**config.mk**
```make
export PLATFORM = sky130hd
export DESIGN_NAME = spi_frame_loader
export DESIGN_NICKNAME = d
export VERILOG_FILES = /design/src/rtl/spi_loader_pkg.sv /design/src/rtl/spi_operand_bank.sv /design/src/rtl/spi_frame_loader.sv
export SDC_FILE = /design/constraint.sdc
export NUM_CORES = 1
export LEC_CHECK = 0
export BUFFER_PORTS_ARGS = -buffer_cell sky130_fd_sc_hd__buf_2
export CORE_MARGIN = 2
export CORE_UTILIZATION = 50
export CTS_BUF_LIST = sky130_fd_sc_hd__clkbuf_8
export DETAILED_ROUTE_END_ITERATION = 10
export MAX_ROUTING_LAYER = met4
export PLACE_DENSITY_LB_ADDON = 0.2
export SYNTH_ARGS = -nofsm -noshare
export SYNTH_HDL_FRONTEND = slang
export SYNTH_SLANG_ARGS = --single-unit
```
**constraint.sdc**
```tcl
create_clock -name clk -period 2.1 [get_ports clk]
set_input_delay 0.42 -clock clk [delete_from_list [all_inputs] [get_ports clk]]
set_output_delay 0.42 -clock clk [all_outputs]
set_load 0.01 [all_outputs]
```
**src/rtl/spi_loader_pkg.sv**
```systemverilog
// Shared definitions for the SPI frame loader: header opcodes, FSM states, header field layout.
package spi_loader_pkg;

  typedef enum logic [1:0] {
    OP_WEIGHTS = 2'b00,
    OP_INPUTS  = 2'b01,
    OP_BIAS    = 2'b10,
    OP_START   = 2'b11
  } opcode_e;

  typedef enum logic [1:0] {
    S_IDLE   = 2'd0,
    S_HEADER = 2'd1,
    S_DATA   = 2'd2,
    S_DONE   = 2'd3
  } state_e;

  localparam int HDR_OP_LSB  = 6;
  localparam int HDR_OP_W    = 2;
  localparam int HDR_IDX_LSB = 0;
  localparam int HDR_IDX_W   = 6;

  // One bit wider than the header index so the pointer can sit at 64 without wrapping.
  localparam int PTR_W = HDR_IDX_W + 1;

endpackage

```
**src/rtl/spi_operand_bank.sv**
```systemverilog
// Indexed operand register file: single write port with range check, flat-bus read-out.
module spi_operand_bank #(
  parameter int N_INPUTS = 4,
  parameter int DATA_W   = 8,
  parameter int IDX_W    = 7
) (
  input  logic                         clk,
  input  logic                         rst_n,
  input  logic                         we,
  input  logic [IDX_W-1:0]             idx,
  input  logic [DATA_W-1:0]            wdata,
  output logic                         in_range,
  output logic [N_INPUTS*DATA_W-1:0]   rdata
);

  logic [N_INPUTS*DATA_W-1:0] mem;

  assign in_range = idx < IDX_W'(N_INPUTS);
  assign rdata    = mem;

  always_ff @(posedge clk or negedge rst_n) begin
    if (!rst_n) begin
      mem <= '0;
    end else begin
      for (int i = 0; i < N_INPUTS; i++) begin
        if (we && idx == IDX_W'(i)) mem[i*DATA_W +: DATA_W] <= wdata;
      end
    end
  end

endmodule

```
**src/rtl/spi_frame_loader.sv**
```systemverilog
// Turns SPI frames into neuron operands and a compute-start pulse.
// Optional checksum/shadow-commit mode: define SPI_LOADER_CKSUM_EN.
//
// state    | meaning
// S_IDLE   | no frame open, waiting for chip-select to fall
// S_HEADER | frame open, waiting for the header byte
// S_DATA   | header latched, data bytes written at the pointer
// S_DONE   | one clk: frame closed, start / commit decided
module spi_frame_loader
  import spi_loader_pkg::*;
#(
  parameter int N_INPUTS = 4,
  parameter int DATA_W   = 8
) (
  input  logic                        clk,
  input  logic                        rst_n,
  input  logic [DATA_W-1:0]           byte_data,
  input  logic                        byte_valid,
  input  logic                        cs_idle,
  output logic [N_INPUTS*DATA_W-1:0]  weights,
  output logic [N_INPUTS*DATA_W-1:0]  inputs,
  output logic [DATA_W-1:0]           bias,
  output logic                        start,
  output logic                        frame_err,
  output logic                        busy
);

  state_e              state;
  opcode_e             op;
  logic [PTR_W-1:0]    ptr;
  logic                cs_q, hdr_seen;
  logic                cs_fall, cs_rise;
  logic                proc, wr_w, wr_i, wr_b, data_err;
  logic                rng_w, rng_i, cksum_bad;
  logic [DATA_W-1:0]   proc_byte, bias_wr;
  logic [N_INPUTS*DATA_W-1:0] w_bank, i_bank;

  // cs_q resets low so a frame cut by reset must see chip-select idle before reopening.
  assign cs_fall = cs_q & ~cs_idle;
  assign cs_rise = ~cs_q & cs_idle;

`ifdef SPI_LOADER_CKSUM_EN
  logic [DATA_W-1:0]          hold, cksum, bias_q;
  logic                       hold_vld, mask_b, commit;
  logic [N_INPUTS-1:0]        mask_w, mask_i;
  logic [N_INPUTS*DATA_W-1:0] weights_q, inputs_q;

  assign proc      = (state == S_DATA) && byte_valid && hold_vld;
  assign proc_byte = hold;
  assign cksum_bad = cksum != '0;
  assign commit    = (state == S_DONE) && hdr_seen && !cksum_bad && !frame_err;
  assign weights   = weights_q;
  assign inputs    = inputs_q;
  assign bias      = bias_q;

  always_ff @(posedge clk or negedge rst_n) begin
    if (!rst_n) begin
      hold      <= '0;
      hold_vld  <= 1'b0;
      cksum     <= '0;
      mask_w    <= '0;
      mask_i    <= '0;
      mask_b    <= 1'b0;
      weights_q <= '0;
      inputs_q  <= '0;
      bias_q    <= '0;
    end else begin
      if (state == S_IDLE && cs_fall) begin
        hold_vld <= 1'b0;
        cksum    <= '0;
        mask_w   <= '0;
        mask_i   <= '0;
        mask_b   <= 1'b0;
      end else if ((state == S_HEADER || state == S_DATA) && byte_valid) begin
        cksum <= cksum ^ byte_data;
        if (state == S_DATA) begin
          hold     <= byte_data;
          hold_vld <= 1'b1;
        end
      end
      // Only elements written by this frame are copied out of the shadow banks.
      for (int i = 0; i < N_INPUTS; i++) begin
        if (wr_w && ptr == PTR_W'(i)) mask_w[i] <= 1'b1;
        if (wr_i && ptr == PTR_W'(i)) mask_i[i] <= 1'b1;
        if (commit && mask_w[i]) weights_q[i*DATA_W +: DATA_W] <= w_bank[i*DATA_W +: DATA_W];
        if (commit && mask_i[i]) inputs_q[i*DATA_W +: DATA_W]  <= i_bank[i*DATA_W +: DATA_W];
      end
      if (wr_b) mask_b <= 1'b1;
      if (commit && mask_b) bias_q <= bias_wr;
    end
  end
`else
  assign proc      = (state == S_DATA) && byte_valid;
  assign proc_byte = byte_data;
  assign cksum_bad = 1'b0;
  assign weights   = w_bank;
  assign inputs    = i_bank;
  assign bias      = bias_wr;
`endif

  always_comb begin
    wr_w     = 1'b0;
    wr_i     = 1'b0;
    wr_b     = 1'b0;
    data_err = 1'b0;
    if (proc) begin
      case (op)
        OP_WEIGHTS: begin wr_w = rng_w; data_err = !rng_w; end
        OP_INPUTS:  begin wr_i = rng_i; data_err = !rng_i; end
        OP_BIAS:    begin wr_b = (ptr == '0); data_err = (ptr != '0); end
        default:    data_err = 1'b1;
      endcase
    end
  end

  spi_operand_bank #(.N_INPUTS(N_INPUTS), .DATA_W(DATA_W), .IDX_W(PTR_W)) u_weights (
    .clk(clk), .rst_n(rst_n), .we(wr_w), .idx(ptr), .wdata(proc_byte),
    .in_range(rng_w), .rdata(w_bank)
  );

  spi_operand_bank #(.N_INPUTS(N_INPUTS), .DATA_W(DATA_W), .IDX_W(PTR_W)) u_inputs (
    .clk(clk), .rst_n(rst_n), .we(wr_i), .idx(ptr), .wdata(proc_byte),
    .in_range(rng_i), .rdata(i_bank)
  );

  always_ff @(posedge clk or negedge rst_n) begin
    if (!rst_n) bias_wr <= '0;
    else if (wr_b) bias_wr <= proc_byte;
  end

  always_ff @(posedge clk or negedge rst_n) begin
    if (!rst_n) begin
      state     <= S_IDLE;
      op        <= OP_WEIGHTS;
      ptr       <= '0;
      cs_q      <= 1'b0;
      hdr_seen  <= 1'b0;
      start     <= 1'b0;
      frame_err <= 1'b0;
      busy      <= 1'b0;
    end else begin
      cs_q  <= cs_idle;
      start <= 1'b0;
      if (proc && ptr != PTR_W'(64)) ptr <= ptr + PTR_W'(1);
      if (data_err) frame_err <= 1'b1;
      case (state)
        S_IDLE: begin
          if (cs_fall) begin
            state    <= S_HEADER;
            busy     <= 1'b1;
            hdr_seen <= 1'b0;
          end
        end
        S_HEADER: begin
          if (byte_valid) begin
            op        <= opcode_e'(byte_data[HDR_OP_LSB +: HDR_OP_W]);
            ptr       <= (opcode_e'(byte_data[HDR_OP_LSB +: HDR_OP_W]) == OP_BIAS) ? '0
                         : {1'b0, byte_data[HDR_IDX_LSB +: HDR_IDX_W]};
            frame_err <= 1'b0;
            hdr_seen  <= 1'b1;
            state     <= S_DATA;
          end
          if (cs_rise) begin
            state <= S_DONE;
            busy  <= 1'b0;
          end
        end
        S_DATA: begin
          if (cs_rise) begin
            state <= S_DONE;
            busy  <= 1'b0;
          end
        end
        S_DONE: begin
          if (hdr_seen && cksum_bad) frame_err <= 1'b1;
          start <= hdr_seen && (op == OP_START) && !frame_err && !cksum_bad;
          state <= S_IDLE;
        end
        default: state <= S_IDLE;
      endcase
    end
  end

endmodule
```
==> impl_metrics.env <==
export IMPL_clock_latency_late_sink_ns=0.35
export IMPL_slew_limit_headroom=0.627
export IMPL_total_global_route_track_usage=0.218
export IMPL_max_cap_violations=0
export IMPL_cts_htree_levels=3
export IMPL_power_leakage_nw=2.51
export IMPL_final_hold_worst_slack_ns=0.0460
export IMPL_ys_seq_elements=88
export IMPL_post_synth_num_cell_types=37
export IMPL_drc_errors=0
export IMPL_route_detailed_wl_per_inst_um=17.6
export IMPL_timing_final_crit_share=0.983
export IMPL_layout_cell_area_non_filler_mm2=0.00463
export IMPL_tightest_slew_ns=0.560
export IMPL_required_ns=2.33
export IMPL_yosys_warnings=0
export IMPL_routabilityCongestion=0.938
export IMPL_status="complete, no violations"
export IMPL_grt_start_max_net_pins=45
export IMPL_multi_input_area_mm2=0.00147
export IMPL_worst_setup_hold_path_clk_slew_ns=0.09
export IMPL_timing_setup_critical_path_class="reg2reg"
export IMPL_layout_setup_ws_ns=0.0355
export IMPL_utilization=0.638
export IMPL_clk_path_buf_depth=2
export IMPL_grt_pass1_wl_um=13500
export IMPL_fmax_ghz=0.484
export IMPL_fin_crit_ns=2.06
export IMPL_post_cts_setup_repair_bufs=0
export IMPL_setup_viol=0
export IMPL_drt_pre_antenna_iters=5
export IMPL_first_global_vias=2578
export IMPL_ff_latch_area_mm2=0.00220
export IMPL_postSynthAreaPerCell_um2=14.1
export IMPL_finalWirelength_um=8270
export IMPL_final_cells=470
export IMPL_detailroute_via_count=2521
export IMPL_finalSetupTns_ns=0
export IMPL_hold_viol_final=0
export IMPL_cts_num_sinks=88
export IMPL_number_of_antenna_violations_at_the_first_check_in_global_routing=0
export IMPL_grt_setup_unrepaired="yes"
export IMPL_n_fill_cell=570
export IMPL_worstSetupEndpointType="flop"
export IMPL_post_route_cells_drive_above_1_share=0.547
export IMPL_dpl_cell_count=454
export IMPL_cts_tree="built"
export IMPL_initial_utilization=0.515
export IMPL_total_nets_after_synthesis=286
export IMPL_layout_area_overhead_vs_synth_pct=24.0
export IMPL_p_total_mw=6.03
export IMPL_coreArea_mm2=0.00725
export IMPL_std_cell_rows=31
export IMPL_numCtsBuffers=9
export IMPL_nNetsFinal=387
export IMPL_port_buffers=86
export IMPL_residual_overflow_from_global_routing=0
export IMPL_post_synth_inst_count=265
export IMPL_crit_fanout=8
export IMPL_chipHeight_um=90.4
export IMPL_antenna_diode_count=0
export IMPL_clock_root_buffer="clkbuf_8"
export IMPL_crit_arrival_ns=2.29
export IMPL_type_of_origin_of_the_critical_path="flop"
export IMPL_postRouteAntennaNets=0
export IMPL_hp_class="in2async"
export IMPL_preCtsSetupSlack_ns=-0.0720
export IMPL_synthesis_area_mm2=0.00373
export IMPL_max_vdd_ir_drop_v=0.000638
export IMPL_overall_die_width_um=90.4
export IMPL_finalClockSkew_ns=0.0137
export IMPL_vias_per_cell=5.36
export IMPL_detailedRoute_firstIterationViolations=140
export IMPL_post_dp_hpwl_um=5790
export IMPL_powerDensity_mw_per_mm2=1300
export IMPL_final_max_tran_viols=0
export IMPL_die_area_mm2=0.00818
export IMPL_synth_sequential_area_ratio=0.590
export IMPL_place_area_mm2=0.00437
export IMPL_r2r_setup_slack_ns=0.04
export IMPL_io_pins=87
==> final timing paths <==
| check | end | cells after the start | from |
|---|---|---|---|
| max | u_inputs.rdata[26]$_DFFE_PN0P_ | 5 | ptr[4]$_DFF_PN0_ |
| min | busy$_DFFE_PN0P_ | 1 | rst_n |
| max reg2reg | u_inputs.rdata[26]$_DFFE_PN0P_ | 5 | ptr[4]$_DFF_PN0_ |
| min reg2reg | start$_DFF_PN0_ | 1 | frame_err$_DFF_PN0_ |
| max in group asynchronous | u_weights.rdata[28]$_DFFE_PN0P_ | 2 | rst_n |
| min in group clk | cs_q$_DFF_PN0_ | 1 | cs_idle |
==> worst max-delay path, stage by stage, from the launching register on <==
cell and delay [ns]:
dfrtp_1 0.39, or4_4 0.59, nor4_4 0.26, buf_4 0.17, nand3_2 0.20, mux2_2 0.34
==> metal layers <==
metal / track usage / up-vias / part of all wire
met4: 0.0679 / 0 / 0.016
met2: 0.349 / 73 / 0.49
li1: - / 1151 / -
met1: 0.290 / 1284 / 0.45
met3: 0.0359 / 13 / 0.038
met5: - / - / 0
==> timing repair <==
action | in CTS | in global routing
pin swaps | 0 | 1
resized for setup | 1 | 2
hold buffers | 0 | 0
endpoints found under the setup margin | 72 | 72
==> logic make-up after synthesis <==
| family | Yosys count | synth area share |
|---|---|---|
| and+or+nand+nor | 42 | 0.0781 |
| DFF | 88 | 0.590 |
| xor gates and xnor gates | 3 | 0.00704 |
| muxes | 75 | 0.226 |
| buffers and inverters | 20 | 0.0204 |
| AOI/OAI and AO/OA | 28 | 0.0489 |
| adders and majority gates | 9 | 0.0302 |
==> synthesized netlist by cell type <==
| library cell | count | area share |
|---|---|---|
| dfrtp_1 | 88 | 0.59 |
| mux2_2 | 74 | 0.22 |
| o21ai_0 | 11 | 0.015 |
| inv_1 | 10 | 0.010 |
| ha_1 | 9 | 0.030 |
| nand3_2 | 9 | 0.024 |
| nor2_1 | 8 | 0.0080 |
| nand2_1 | 7 | 0.0070 |
| a21oi_1 | 5 | 0.0067 |
| clkbuf_1 | 5 | 0.0050 |
| buf_1 | 4 | 0.0040 |
| nand3_1 | 3 | 0.0040 |
| nand4_1 | 3 | 0.0050 |
| and2_1 | 2 | 0.0033 |
| nand2b_1 | 2 | 0.0033 |
| nor4_4 | 2 | 0.011 |
| o41ai_1 | 2 | 0.0047 |
| xor2_1 | 2 | 0.0047 |
| a211oi_1 | 1 | 0.0020 |
| a21boi_0 | 1 | 0.0020 |
| a221oi_1 | 1 | 0.0023 |
| a2bb2oi_1 | 1 | 0.0023 |
| a311o_1 | 1 | 0.0027 |
| a32oi_1 | 1 | 0.0023 |
| a41oi_1 | 1 | 0.0023 |
| and3_1 | 1 | 0.0017 |
| buf_2 | 1 | 0.0013 |
| mux2i_1 | 1 | 0.0027 |
| nand3b_1 | 1 | 0.0020 |
| nor3b_1 | 1 | 0.0020 |
| nor4_1 | 1 | 0.0017 |
| nor4b_1 | 1 | 0.0023 |
| o22ai_1 | 1 | 0.0017 |
| o2bb2a_1 | 1 | 0.0027 |
| o2bb2ai_1 | 1 | 0.0023 |
| or4_1 | 1 | 0.0020 |
| xnor2_1 | 1 | 0.0023 |
==> area by class of cell <==
cell class,count,area share
sequential,88,0.476
multi-input combinational,157,0.318
timing repair buffer,100,0.119
clock buffer,9,0.0268
tap,99,0.0268
clock inverter,7,0.0254
inverter,10,0.00811
==> layout by cell type (no fill, tap or decap), types with 2 or more instances in the layout <==
cell | netlist | final
inv_1 | 10 | 10
nor4_4 | 2 | 2
nand2_1 | 7 | 7
bufinv_16 | 0 | 3
ha_1 | 9 | 9
nand2b_1 | 2 | 2
a21oi_1 | 5 | 5
o21ai_0 | 11 | 11
mux2_2 | 74 | 74
dfrtp_1 | 88 | 88
clkinv_2 | 0 | 2
o41ai_1 | 2 | 2
buf_2 | 1 | 85
nand3_1 | 3 | 3
nand3_2 | 9 | 8
buf_4 | 0 | 14
clkbuf_8 | 0 | 9
nor2_1 | 8 | 8
xor2_1 | 2 | 2
and2_1 | 2 | 2
nand4_1 | 3 | 3
==> sequential cells by signal, summed over array words and instances, names as in the netlist, named ones only <==
register         cells
start                1
u_inputs.rdata      32
op                   2
frame_err            1
bias                 8
u_weights.rdata     32
hdr_seen             1
cs_q                 1
state                2
ptr                  6
busy                 1
==> report_power, final <==
part	internal, mW	leakage (nW)	switching [mW]	total, mW
clock	0.793	0.124	0.598	1.39
sequential	2.24	1.19	0.338	2.57
combinational	0.992	1.19	1.07	2.06
(Power assumes the default switching activity.)
